## src/rtl/icu_core.sv

```systemverilog
// Industrial control unit core: DW-bit result register, 16-opcode map,
// local program counter and a hardware return stack for JMP/RTN.
module icu_core #(
    parameter int DW        = 8,
    parameter int AW        = 8,
    parameter int STK_DEPTH = 4
) (
    input  logic          i_clk,
    input  logic          i_rst,
    input  logic [3:0]    i_op,
    input  logic [AW-1:0] i_addr,
    input  logic [DW-1:0] i_d,
    output logic [DW-1:0] o_d,
    output logic          o_wr,
    output logic [AW-1:0] o_pc,
    output logic [DW-1:0] o_rr,
    output logic          o_jmp,
    output logic          o_rtn,
    output logic          o_flgo,
    output logic          o_flgf,
    output logic          o_stk_ovf,
    output logic          o_stk_unf
);

    localparam int SPW = $clog2(STK_DEPTH + 1);

    typedef enum logic [3:0] {
        OP_NOPO = 4'h0, OP_LD   = 4'h1, OP_LDC  = 4'h2, OP_AND  = 4'h3,
        OP_ANDC = 4'h4, OP_OR   = 4'h5, OP_ORC  = 4'h6, OP_XNOR = 4'h7,
        OP_STO  = 4'h8, OP_STOC = 4'h9, OP_IEN  = 4'hA, OP_OEN  = 4'hB,
        OP_JMP  = 4'hC, OP_RTN  = 4'hD, OP_SKZ  = 4'hE, OP_NOPF = 4'hF
    } op_e;

    op_e           op;
    logic [AW-1:0] pc_q, pc_d, pc_inc;
    logic [DW-1:0] rr_q, rr_d, w_d;
    logic          ien_q, ien_d, oen_q, oen_d, skp_q, skp_d;
    logic [SPW-1:0] sp_q, sp_d;
    logic          ovf_q, ovf_d, unf_q, unf_d;
    logic [AW-1:0] stk_q [STK_DEPTH];
    logic [AW-1:0] stk_top;
    logic          stk_full, stk_empty, push_en, exec;

    assign op   = op_e'(i_op);
    assign exec = ~skp_q;

    always_comb begin
        w_d       = ien_q ? i_d : '0;
        pc_inc    = pc_q + AW'(1);
        stk_full  = (sp_q == SPW'(STK_DEPTH));
        stk_empty = (sp_q == '0);
        stk_top   = '0;
        for (int i = 0; i < STK_DEPTH; i++) begin
            if (sp_q == SPW'(i + 1)) stk_top = stk_q[i];
        end

        pc_d    = pc_inc;
        rr_d    = rr_q;
        ien_d   = ien_q;
        oen_d   = oen_q;
        skp_d   = 1'b0;
        sp_d    = sp_q;
        ovf_d   = ovf_q;
        unf_d   = unf_q;
        push_en = 1'b0;

        // A skipped cycle only advances pc and clears the skip flag.
        if (exec) begin
            unique case (op)
                OP_LD:   rr_d = w_d;
                OP_LDC:  rr_d = ~w_d;
                OP_AND:  rr_d = rr_q & w_d;
                OP_ANDC: rr_d = rr_q & ~w_d;
                OP_OR:   rr_d = rr_q | w_d;
                OP_ORC:  rr_d = rr_q | ~w_d;
                OP_XNOR: rr_d = ~(rr_q ^ w_d);
                OP_IEN:  ien_d = i_d[0];
                OP_OEN:  oen_d = i_d[0];
                OP_SKZ:  skp_d = (rr_q == '0);
                OP_JMP: begin
                    pc_d = i_addr;
                    if (stk_full) begin
                        ovf_d = 1'b1;
                    end else begin
                        push_en = 1'b1;
                        sp_d    = sp_q + SPW'(1);
                    end
                end
                OP_RTN: begin
                    if (stk_empty) begin
                        unf_d = 1'b1;
                    end else begin
                        pc_d = stk_top;
                        sp_d = sp_q - SPW'(1);
                    end
                end
                default: ;
            endcase
        end
    end

    always_comb begin
        unique case (op)
            OP_STO:  o_d = rr_q;
            OP_STOC: o_d = ~rr_q;
            default: o_d = '0;
        endcase
        o_wr   = (op == OP_STO || op == OP_STOC) && exec && oen_q;
        o_jmp  = exec && (op == OP_JMP);
        o_rtn  = exec && (op == OP_RTN);
        o_flgo = exec && (op == OP_NOPO);
        o_flgf = exec && (op == OP_NOPF);
    end

    assign o_pc      = pc_q;
    assign o_rr      = rr_q;
    assign o_stk_ovf = ovf_q;
    assign o_stk_unf = unf_q;

    always_ff @(posedge i_clk) begin
        if (i_rst) begin
            pc_q  <= '0;
            rr_q  <= '0;
            ien_q <= 1'b1;
            oen_q <= 1'b1;
            skp_q <= 1'b0;
            sp_q  <= '0;
            ovf_q <= 1'b0;
            unf_q <= 1'b0;
        end else begin
            pc_q  <= pc_d;
            rr_q  <= rr_d;
            ien_q <= ien_d;
            oen_q <= oen_d;
            skp_q <= skp_d;
            sp_q  <= sp_d;
            ovf_q <= ovf_d;
            unf_q <= unf_d;
        end
    end

    // Stack contents survive reset; only the pointer is cleared.
    always_ff @(posedge i_clk) begin
        if (!i_rst && push_en) begin
            for (int i = 0; i < STK_DEPTH; i++) begin
                if (sp_q == SPW'(i)) stk_q[i] <= pc_inc;
            end
        end
    end

endmodule

```

## config.mk

```make
export PLATFORM = sky130hd
export DESIGN_NAME = icu_core
export DESIGN_NICKNAME = d
export VERILOG_FILES = /design/src/rtl/icu_core.sv
export SDC_FILE = /design/constraint.sdc
export NUM_CORES = 1
export LEC_CHECK = 0
export ABC_AREA = 1
export ABC_CLOCK_PERIOD_IN_PS = 3000
export CAP_MARGIN = 20
export CORE_ASPECT_RATIO = 0.8
export CORE_MARGIN = 2
export CORE_UTILIZATION = 55
export CTS_BUF_LIST = sky130_fd_sc_hd__clkbuf_2 sky130_fd_sc_hd__clkbuf_4 sky130_fd_sc_hd__clkbuf_8
export DETAILED_ROUTE_END_ITERATION = 8
export PLACE_DENSITY = 0.82
export SYNTH_ARGS = -nofsm -noshare
export SYNTH_HDL_FRONTEND = slang
export SYNTH_SLANG_ARGS = --single-unit
```

## constraint.sdc

```tcl
create_clock -name i_clk -period 3 [get_ports i_clk]
set_clock_uncertainty 0.2 [all_clocks]
set_input_delay 0.3 -clock i_clk [delete_from_list [all_inputs] [get_ports i_clk]]
set_output_delay 0.3 -clock i_clk [all_outputs]
set_load 0.01 [all_outputs]
```

==> impl_metrics.json, run 1 <==
{
  "hold_class": "flop to flop",
  "grt_pass1_wl_um": 13100,
  "setup_viol": 0,
  "fin_tns_setup_ns": 0,
  "worstPathArrival_ns": 2.26,
  "cts.path.max_buffers": 2,
  "drt-wirelength-per-cell_um": 14.5,
  "crit_path_end_kind": "primary output",
  "rows": 24,
  "final_core_util": 0.703,
  "clk_pin_slew_worst_paths_ns": 0.10,
  "layout_setup_ws_ns": 0.243,
  "syn_to_final_growth_pct": 23.9,
  "max_stage_delay_ns": 0.56,
  "wl_um": 7860,
  "cts_hold_buf": 0,
  "drive_above_1_share": 0.0688,
  "synth_commonest_cells": "nand2_1, inv_1, o21ai_0",
  "netlist_instances": 404,
  "rsz0062_at_grt": "false",
  "cts_inserted_buffers": 5,
  "cts_repair_resize_count": 0,
  "ios": 53,
  "multi_input_area_um2": 1410,
  "dp_hpwl_um": 5800,
  "syn_area_um2": 3080,
  "die_h_um": 71.0,
  "whs_ns": 0.285,
  "first_pass_iters": 5,
  "yosysWarnings": 0,
  "leakagePower_nw": 1.57,
  "ys_seq_area_frac": 0.467,
  "synthFlopType": "edfxtp_1",
  "synth_cell_type_count": 27,
  "synth_top_area_frac": 0.312,
  "start_util": 0.567,
  "die_w_um": 87.7,
  "cts_tree": "done",
  "grt.overflow.total": 0,
  "drv_cap": 0,
  "async_flop_share": 0,
  "drc": 0,
  "synth.avg_cell_area_um2": 7.63,
  "crit_path_start_kind": "primary input",
  "antenna_found_initial": 0,
  "worstHoldPathCells": 2,
  "postCtsSetupBuffers": 0,
  "cts.sinks": 56,
  "viasPerCell": 5.45,
  "slew-limit-headroom": 0.651,
  "tightest_slew_ns": 0.521,
  "cp.required_ns": 2.50,
  "path_class": "primary input to primary output",
  "syn-num-nets": 433,
  "cpMaxStageDelayCell": "clkdlybuf4s50_1",
  "powerDensity_nw_per_um2": 412,
  "grt_pass1_vias": 2759,
  "total_power_mw": 1.57,
  "ant_nets": 0,
  "peakVddDrop_mv": 0.284,
  "die_area_um2": 6230,
  "ys_seq_elements": 56,
  "diodes": 0,
  "track_usage": 0.269,
  "synth_area_leader_cell": "edfxtp_1",
  "path_cells": "clkdlybuf4s50_1, inv_1, nor2_1, inv_1, nor2_1, nand2_1, o21ai_0, clkdlybuf4s50_1",
  "ctsRootBufferMaster": "clkbuf_8",
  "htreeDepth": 2,
  "rr_worst_depth": 6,
  "post-route-period-util": 0.919,
  "synth.area.top_cells": "edfxtp_1, dfxtp_1, nand2_1",
  "portBuffers": 52,
  "vias": 2960,
  "clock_latency_ns": 0.32,
  "first_iter_violations": 312,
  "min_period_ns": 2.76,
  "nFillCells": 439,
  "core_um2": 5440,
  "grt_max_degree": 20,
  "synth_edf_count": 32,
  "path_max_fanout": 8,
  "dpl_worst_slack_ns": 0.290,
  "status": "completed",
  "final_hold_viol_count": 0,
  "nets": 493,
  "gp_congestion": 0.946,
  "yosysMostFrequentCell": "nand2_1",
  "final-seq-area_um2": 1440,
  "max_freq_mhz": 363,
  "drv_slew": 0
}
[kinds of logic (layout without fill, tap and decap cells)]
logic type | count (synthesis) | in the layout | synth area share
AND/OR/NAND/NOR | 191 | 191 | 0.264
AO/OA/AOI/OAI | 86 | 86 | 0.151
buffers and inverters | 59 | 120 | 0.0746
flip-flops | 56 | 56 | 0.467
adder cells (fa/ha/maj) | 7 | 7 | 0.0284
XOR/XNOR | 5 | 5 | 0.0142
[registers in the layout (all words and copies together) (netlist names)]
register	flops
stk_q	32
oen_q	1
o_stk_ovf	1
o_stk_unf	1
sp_q	3
skp_q	1
o_rr	8
o_pc	8
ien_q	1
[worst max-delay path, delay by kind of cell]
family / cells / cell delay [ns]
buffers and inverters: 4 / 1.23
AND/OR/NAND/NOR: 3 / 0.63
AO/OA/AOI/OAI: 1 / 0.10
[area by class of cell]
cell class	count	area share
flip-flops and latches	56	0.377
multi-input cells	289	0.370
repair buffers	59	0.150
inverters	53	0.0521
well taps	78	0.0255
clock buffers	5	0.0180
clock inverters	3	0.00721
[stage by stage]
stage               instance area, um^2  instances
detailed placement                 3720        535
global route                       3820        543
global placement                   3720        535
CTS                                3820        543
floorplan                          3080        404
finish                             3820        543
[cells in the final DEF, fill, tap and decap left out, drive strengths merged]
| cell | count |
|---|---|
| nand4 | 3 |
| clkbuf | 5 |
| o211ai | 1 |
| inv | 54 |
| clkdlybuf4s50 | 52 |
| a21oi | 21 |
| edfxtp | 32 |
| clkinv | 1 |
| dfxtp | 24 |
| nor2 | 44 |
| a22oi | 3 |
| ha | 7 |
| and3 | 1 |
| nand3 | 26 |
| nor3 | 3 |
| o21ai | 52 |
| a31oi | 9 |
| xor2 | 5 |
| buf | 7 |
| nand2 | 113 |
| nand3b | 1 |
| clkinvlp | 1 |
[power breakdown]
part	leakage (nW)	internal (mW)	total, mW	switching [mW]
combinational	1.04	0.114	0.275	0.161
clock	0.0463	0.172	0.443	0.270
sequential	0.484	0.834	0.856	0.0228
[metal layers]
layer	vias to the layer above	wire (um)	global-route usage
met1	1347	3830	0.433
met2	145	3290	0.376
li1	1461	-	-
met4	0	75	0.0701
met5	-	0	0
met3	7	664	0.0420
[path summary, 6_finish.rpt]
check	startpoint	endpoint	slack (ns)
setup reg to reg	sp_q[0]	stk_q[1][1]	0.79
setup / recovery	i_op[3]	o_d[7]	0.24
hold / removal	o_stk_ovf	o_stk_ovf	0.28
hold reg to reg	o_stk_ovf	o_stk_ovf	0.28
No activity file was read; power rests on OpenSTA's default activity.
==> inputs of run 2 (changes only) <==
- CELL_PAD_IN_SITES_DETAIL_PLACEMENT: default -> 0
- CELL_PAD_IN_SITES_GLOBAL_PLACEMENT: default -> 1
- CORE_UTILIZATION: 55 -> 40
- PLACE_DENSITY: 0.82 -> default
- PLACE_DENSITY_LB_ADDON: default -> 0.1
==> run 2 against run 1 <==
Net effect:
- wire length is 5.2% higher
- largest power group unchanged
- critical endpoint is now o_wr
- cell count is 5.3% higher
- core utilization fell by 18 points
- sequential share of layout area is 0.48 points lower
- first-iteration DRC count shrank 61%
- worst hold slack worse by 0.019 ns
==> impl_metrics.json, run 2 (synthesis results as in run 1) <==
{
  "status": "completed",
  "setup_viol": 0,
  "htreeDepth": 2,
  "tightest_slew_ns": 0.538,
  "powerDensity_nw_per_um2": 408,
  "grt_max_degree": 20,
  "fin_area_um2": 3870,
  "first_pass_iters": 4,
  "cts.path.max_buffers": 2,
  "leakagePower_nw": 1.58,
  "post-route-period-util": 0.862,
  "min_period_ns": 2.59,
  "total_power_mw": 1.58,
  "postCtsSetupBuffers": 0,
  "drv_slew": 0,
  "cp.required_ns": 2.50,
  "first_iter_violations": 121,
  "peakVddDrop_mv": 0.226,
  "fin_cells": 572,
  "portBuffers": 52,
  "ant_nets": 0,
  "mostFrequentLayoutCell": "nand2_1",
  "hold_path_end": "oen_q",
  "cts_tree": "done",
  "r2r_end": "o_pc[1]",
  "ctsRootBufferMaster": "clkbuf_8",
  "grt.overflow.total": 0,
  "p_int_mw": 1.12,
  "crit_path_start_kind": "primary input",
  "cts_repair_resize_count": 0,
  "ios": 53,
  "drc": 0,
  "final_hold_viol_count": 0,
  "cts_hold_buf": 0,
  "cts.sinks": 56,
  "max_freq_mhz": 387,
  "rsz0062_at_grt": "false",
  "p_clk_frac": 0.284,
  "rr_worst_depth": 11,
  "syn_to_final_growth_pct": 25.4,
  "dpl_cell_area_um2": 3770,
  "clk_pin_slew_worst_paths_ns": 0.10,
  "antenna_found_initial": 0,
  "start_util": 0.415,
  "switchingPower_mw": 0.459,
  "dp_hpwl_um": 6140,
  "fin_tns_setup_ns": 0,
  "seq_power_share": 0.542,
  "nets": 495,
  "dp.cells": 564,
  "min-delay-start": "oen_q",
  "vias": 2834,
  "power.share.combinational": 0.174,
  "track_usage": 0.208,
  "layout_common_cells": "nand2_1, clkdlybuf4s50_1, inv_1",
  "worstPathArrival_ns": 2.09,
  "cts_inserted_buffers": 5,
  "layout_setup_ws_ns": 0.413,
  "die_area_um2": 8430,
  "drive_above_1_share": 0.0728,
  "wl_um": 8260,
  "dpl_worst_slack_ns": 0.425,
  "die_h_um": 82.5,
  "die_w_um": 102,
  "swShare": 0.291,
  "rrSetupSlack_ns": 0.76,
  "largest_reg_flops": 32,
  "drv_cap": 0,
  "regMostFlops": "stk_q",
  "worstHoldPathCells": 2,
  "hold_class": "flop to flop",
  "clock_latency_ns": 0.32,
  "grt_pass1_wl_um": 13300,
  "path_class": "primary input to primary output",
  "rows": 28,
  "drt-wirelength-per-cell_um": 14.4,
  "slew-limit-headroom": 0.640,
  "crit_path_end_kind": "primary output",
  "core_um2": 7430,
  "diodes": 0,
  "viasPerCell": 4.95,
  "gp_congestion": 0.792,
  "path_max_fanout": 5,
  "r2r_start": "sp_q[0]",
  "grt_pass1_vias": 2645
}
## run 2: changes by cell type in the layout (fill, tap and decap cells not counted), sizes merged
cell  change
buf       +2
## run 2: layout make-up
| type | instances | area, um^2 |
|---|---|---|
| Timing Repair Buffer | 61 | 588 |
| Fill cell | 751 | 3560 |
| Inverter | 53 | 199 |
| Clock buffer | 5 | 68.8 |
| Clock inverter | 3 | 27.5 |
| Sequential cell | 56 | 1440 |
| Multi-Input combinational cell | 289 | 1410 |
| Tap cell | 105 | 131 |
## run 2: power groups by stage
stage	Sequential, mW	Combinational [mW]	Clock, mW
5_1_grt	0.859	0.307	0.490
2_1_floorplan	0.875	0.143	0
4_1_cts	0.855	0.275	0.460
3_3_place_gp	0.872	0.269	0
6_report	0.855	0.275	0.449
3_5_place_dp	0.873	0.273	0
## run 2: per-stage QoR
stage	utilization	hold slack, ns
after floorplan	-	0.221
after global placement	0.508	0.241
after detailed placement	0.508	0.242
after CTS	0.521	0.270
after global routing	0.521	0.284
final	0.521	0.266
## run 2: per-layer routing
layer	track usage	share of wire	up-vias
met5	0	0	-
met4	0.0333	0.0057	0
met1	0.327	0.53	1288
met3	0.0387	0.065	4
met2	0.299	0.40	86
li1	-	-	1456
## run 2: how the worst max path moves through the flow
stage | from | to | slack [ns]
floorplan | sp_q[0] | stk_q[1][0] | 0.76
global placement | i_op[3] | o_wr | 0.47
detailed placement | i_op[3] | o_wr | 0.43
CTS | i_op[3] | o_wr | 0.41
global route | i_op[3] | o_wr | 0.25
finish | i_op[3] | o_wr | 0.41
## run 2: worst max-delay path, stage by stage
cell	delay, ns
clkdlybuf4s50_1	0.51
inv_1	0.10
nor2_1	0.15
inv_1	0.07
nor2_1	0.23
and3_1	0.20
clkdlybuf4s50_1	0.53
